===== config.mk =====
export PLATFORM = sky130hd
export DESIGN_NAME = alu_arbiter
export DESIGN_NICKNAME = d
export VERILOG_FILES = /design/src/rtl/alu_arbiter.sv
export SDC_FILE = /design/constraint.sdc
export NUM_CORES = 1
export LEC_CHECK = 0
export ABC_AREA = 0
export CAP_MARGIN = 20
export CORE_MARGIN = 8
export CORE_UTILIZATION = 37
export DETAILED_ROUTE_END_ITERATION = 6
export PLACE_DENSITY = 0.81
export RECOVER_POWER = 100
export SLEW_MARGIN = 20
export SYNTH_ARGS = -nofsm -noshare
export SYNTH_HDL_FRONTEND = slang
export SYNTH_SLANG_ARGS = --single-unit
export TNS_END_PERCENT = 10

===== constraint.sdc =====
create_clock -name clk -period 1.7 [get_ports clk]
set_input_delay 0.34 -clock clk [delete_from_list [all_inputs] [get_ports clk]]
set_output_delay 0.34 -clock clk [all_outputs]
set_load 0.03 [all_outputs]

===== src/rtl/alu_arbiter.sv =====
// Two-port arbiter in front of a shared, combinational ALU: grant, capture, execute, respond.
// Optional build macro ALU_ARB_ILLEGAL_OP_EN: opcodes above 18 return rsp_err=1 with rsp_data=0.
module alu_arbiter #(
    parameter int RR_EN = 1
) (
    input  logic        clk,
    input  logic        rst_n,
    input  logic        req0_valid,
    output logic        req0_ready,
    input  logic [4:0]  req0_op,
    input  logic [31:0] req0_in1,
    input  logic [31:0] req0_in2,
    input  logic        req1_valid,
    output logic        req1_ready,
    input  logic [4:0]  req1_op,
    input  logic [31:0] req1_in1,
    input  logic [31:0] req1_in2,
    output logic [4:0]  alu_op,
    output logic [31:0] alu_input1,
    output logic [31:0] alu_input2,
    output logic [18:0] alu_en,
    input  logic [31:0] alu_result,
    output logic        rsp_valid,
    input  logic        rsp_ready,
    output logic        rsp_id,
    output logic [31:0] rsp_data,
    output logic        rsp_err,
    output logic [1:0]  dbg_state
);

    // Handshakes: a request transfers on the rising edge where valid && ready are both 1;
    // a response transfers on the rising edge where rsp_valid && rsp_ready are both 1.
    // ready depends combinationally on valid, so requesters must not wait for ready first.

    typedef enum logic [1:0] {
        IDLE = 2'd0,
        EXEC = 2'd1,
        RESP = 2'd2
    } state_t;

    state_t      state;
    state_t      state_next;
    logic        last_grant;
    logic        gnt_valid;
    logic        gnt_id;
    logic [4:0]  cap_op;
    logic [31:0] cap_in1;
    logic [31:0] cap_in2;
    logic        cap_id;
    logic        illegal;

    assign illegal    = (cap_op > 5'd18);
    assign alu_op     = cap_op;
    assign alu_input1 = cap_in1;
    assign alu_input2 = cap_in2;
    assign rsp_id     = cap_id;
    assign dbg_state  = state;

    always_comb begin
        state_next = state;
        gnt_valid  = 1'b0;
        gnt_id     = 1'b0;
        req0_ready = 1'b0;
        req1_ready = 1'b0;
        alu_en     = '0;
        rsp_valid  = 1'b0;
        case (state)
            IDLE: begin
                // readys are gated by rst_n so nothing looks accepted while reset is held
                if (rst_n && (req0_valid || req1_valid)) begin
                    gnt_valid = 1'b1;
                    if (req0_valid && req1_valid)
                        gnt_id = (RR_EN != 0) ? ~last_grant : 1'b0;
                    else
                        gnt_id = req1_valid;
                    req0_ready = ~gnt_id;
                    req1_ready = gnt_id;
                    state_next = EXEC;
                end
            end
            EXEC: begin
                if (!illegal)
                    alu_en = 19'd1 << cap_op;
                state_next = RESP;
            end
            RESP: begin
                rsp_valid = 1'b1;
                if (rsp_ready)
                    state_next = IDLE;
            end
            default: state_next = IDLE;
        endcase
    end

    always_ff @(posedge clk or negedge rst_n) begin
        if (!rst_n) begin
            state      <= IDLE;
            last_grant <= 1'b1;
            cap_op     <= '0;
            cap_in1    <= '0;
            cap_in2    <= '0;
            cap_id     <= 1'b0;
            rsp_data   <= '0;
        end else begin
            state <= state_next;
            if (gnt_valid) begin
                last_grant <= gnt_id;
                cap_id     <= gnt_id;
                cap_op     <= gnt_id ? req1_op  : req0_op;
                cap_in1    <= gnt_id ? req1_in1 : req0_in1;
                cap_in2    <= gnt_id ? req1_in2 : req0_in2;
            end
            if (state == EXEC) begin
`ifdef ALU_ARB_ILLEGAL_OP_EN
                rsp_data <= illegal ? 32'd0 : alu_result;
`else
                rsp_data <= alu_result;
`endif
            end
        end
    end

`ifdef ALU_ARB_ILLEGAL_OP_EN
    logic err_q;

    always_ff @(posedge clk or negedge rst_n) begin
        if (!rst_n)
            err_q <= 1'b0;
        else if (state == EXEC)
            err_q <= illegal;
    end

    assign rsp_err = err_q;
`else
    assign rsp_err = 1'b0;
`endif

endmodule


==> impl_metrics.py <==
metrics = {
    "status": {
        "status": "finished with violations",
        "violations": "setup timing",
    },
    "synth": {
        "synth_fa_ha_area_share_pct": 0,
        "yosysMostFrequentCell": "nand2_1",
        "synth_compound_area_share_pct": 14.89,
        "synth.area.top_cells": "dfrtp_1 (54%), a221o_1 (14%), nand2_1 (13%)",
        "ys_seq_area_share_pct": 54.69,
        "synthArstFlopShare_pct": 100.0,
        "synthXorXnorAreaFrac_pct": 0,
        "netlist_area_um2": 4807,
        "ys_seq_elements": 105,
        "ys_warn_count": 0,
        "synth_cell_type_count": 26,
        "yosys.area.top_type": "dfrtp_1",
        "synth.area.mux_share_pct": 0,
        "synth.top_cells.by_count": "nand2_1 (167), dfrtp_1 (104), a221o_1 (69), nor3_1 (64), clkbuf_1 (26)",
        "synth_top_area_share_pct": 54.14,
        "ys.flop_type": "dfrtp_1",
        "synth_nets": 680,
        "syn_area_per_cell_um2": 9.519,
        "synthCells": 505,
        "synth_edf_count": 0,
        "synthSimpleGateAreaFrac_pct": 25.27,
        "synth_top_family_by_area": "simple AND/OR/NAND/NOR gates",
    },
    "die": {
        "dieArea_um2": 16900,
        "die_h_um": 130.0,
        "start_util_pct": 37.94,
        "pin_count": 302,
        "core-area_um2": 12670,
        "die_w_um": 130.0,
        "rows": 41,
    },
    "drt": {
        "route.detailed.wl_per_inst_um": 20.53,
        "vias": 5174,
        "drt-pass1-iter-count": 4,
        "drt-total-wl_um": 20060,
        "drtIter0Drc": 307,
        "drt-vias-per-instance": 5.296,
        "ant_nets": 0,
        "drc": 0,
    },
    "sta": {
        "finClkSkew_ns": 0.007200,
        "period_share_pct": 123.4,
        "finalMaxSlewViolations": 0,
        "period_minus_slack_ns": 2.097,
        "tightest_slew_ns": 1.122,
        "fmax_ghz": 0.4768,
        "relSlewSlack_pct": 25.23,
        "final_hold_viol_count": 0,
        "rsz0062_at_grt": "yes",
        "setup_violations": 70,
        "fin_ws_ns": -0.3973,
    },
    "grt": {
        "grt_max_degree": 83,
        "antenna_found_initial": 3,
        "grt_pass1_vias": 5468,
        "grt_pass1_wl_um": 30090,
        "grt_usage_pct": 23.22,
        "globalRoute.totalOverflow": 0,
    },
    "layout": {
        "nets": 973,
        "fin_area_um2": 8506,
        "synthToLayoutAreaGrowth_pct": 76.94,
        "fin_util_pct": 67.13,
        "drive_gt1_share_pct": 14.32,
    },
    "hold_path": {
        "hold_class": "in2async",
    },
    "critical_path": {
        "worstPathCellList": "nand2b_4 -> or4b_4 -> nor3_4 -> buf_6",
        "worstRegToRegCells": 8,
        "path_buf_inv": 1,
        "r2r_start": "dbg_state[1]",
        "reg2reg_slack_ns": -0.07,
        "crit_cells": 4,
        "criticalPathCategory": "reg2out",
        "cpPeakStageDelay_ns": 0.57,
        "cp_slowest_cell": "or4b_4",
        "cp_max_fo": 4,
        "reg2reg_to": "alu_input2[26]",
        "crit_path_start": "dbg_state[1]",
        "endpoint": "alu_en[8]",
        "crit_required_ns": 1.36,
        "cp-end-kind": "output pin",
        "start_kind": "register",
        "arrival_ns": 1.76,
        "cp_top_family": "simple AND/OR/NAND/NOR gates",
    },
    "run": {
        "drv_cap": 0,
    },
    "power": {
        "leakage_nw": 3.937,
        "finalPower_mw": 13.86,
        "power_density_nw_per_um2": 1630,
        "ir_drop_v": 0.0008485,
    },
    "clocking": {
        "h-tree-depth": 3,
        "cts_sinks": 105,
        "tritoncts": "built",
        "clk_latency_ns": 0.34,
        "clock-root-buffer": "clkbuf_16",
        "cts.path.max_buffers": 2,
        "cts_buffers": 9,
        "clk_pin_slew_worst_paths_ns": 0.07,
    },
    "placement": {
        "hpwlAfterDp_um": 15170,
        "postPlaceCellArea_um2": 8092,
        "dp_slack_ns": -0.2233,
        "io_buffer_count": 300,
        "place.gp.congestion": 0.8616,
    },
}
## stage by stage
stage / TNS, ns / std cells / hold WS [ns]
6_report: -8.122 / 977 / 0.4047
5_1_grt: -14.98 / 977 / 0.4856
4_1_cts: -17.80 / 975 / 0.3403
3_5_place_dp: -12.07 / 954 / 0.3668
3_3_place_gp: -10.40 / 954 / 0.3582
2_1_floorplan: -3.774 / 505 / 0.04441
## cell families (layout without fill, tap and decap cells)
group / Yosys count / in the layout
AOI/OAI and AO/OA: 73 / 73
buffers and inverters: 53 / 351
DFF: 105 / 105
other: 1 / 3
and+or+nand+nor: 273 / 273
## routing by layer
layer | up-vias | track usage (%) | routed length, um
li1 | 2368 | - | -
met1 | 2498 | 25.04 | 7267
met2 | 268 | 39.69 | 9989
met3 | 38 | 8.894 | 2172
met4 | 2 | 10.66 | 622
met5 | - | 0 | 9
## registers in the layout, summed over array words and instances (netlist names)
signal,cells
alu_op,5
rsp_id,1
last_grant,1
rsp_data,32
dbg_state,2
alu_input2,32
alu_input1,32
## layout by cell type (no fill, tap or decap), types with 3 or more instances in the layout
| cell | count |
|---|---|
| inv_1 | 3 |
| buf_12 | 6 |
| a221o_1 | 69 |
| dfrtp_1 | 102 |
| dlygate4sd2_1 | 102 |
| buf_4 | 29 |
| nor2_4 | 6 |
| nor3_2 | 17 |
| nand2b_1 | 4 |
| nand2_1 | 167 |
| nor3_4 | 4 |
| clkbuf_16 | 9 |
| buf_6 | 16 |
| nor3_1 | 53 |
| nor2_2 | 3 |
| nor2_1 | 7 |
| clkdlybuf4s50_1 | 172 |
## power breakdown
group | switching, mW | internal, mW | leakage [nW]
Clock | 0.948 | 1.16 | 0.144
Sequential | 0.705 | 3.69 | 1.30
Combinational | 4.64 | 2.73 | 2.50
Total | 6.29 | 7.57 | 3.94
## cell type report
class | instances | area, um^2
fillers | 986 | 4165
flip-flops and latches | 105 | 2631
inverters | 3 | 11.26
clock buffers | 9 | 225.2
clock inverters | 7 | 78.83
diodes | 2 | 5.005
repair buffers | 332 | 3197
multi-input cells | 347 | 2142
well taps | 172 | 215.2
## worst reg2reg max path: stages, from the launching register on
cell and delay [ns]:
dfrtp_2 0.41, buf_6 0.13, buf_12 0.12, nor3b_2 0.14
buf_4 0.15, and3_4 0.20, buf_6 0.12, buf_16 0.22
a221o_1 0.23
## worst min path at each step
| stage | end | slack [ns] | depth (start not counted) |
|---|---|---|---|
| 6_report | dbg_state[1] | 0.40 | 2 |
| 5_1_grt | rsp_data[13] | 0.49 | 2 |
| 4_1_cts | rsp_data[16] | 0.34 | 2 |
| 3_5_place_dp | rsp_id | 0.37 | 2 |
| 3_3_place_gp | rsp_id | 0.36 | 2 |
| 2_1_floorplan | alu_input1[0] | 0.04 | 0 |
## repair_timing
action / 4_1_cts / 5_1_grt
setup endpoints to repair: 136 / 92
pin swaps: 10 / 31
gates cloned: 0 / 0
gates resized for setup: 135 / 11
setup buffers: 4 / 1
hold buffers: 1 / 0
endpoints found under the hold margin: 20 / 0
(Power assumes the default switching activity.)
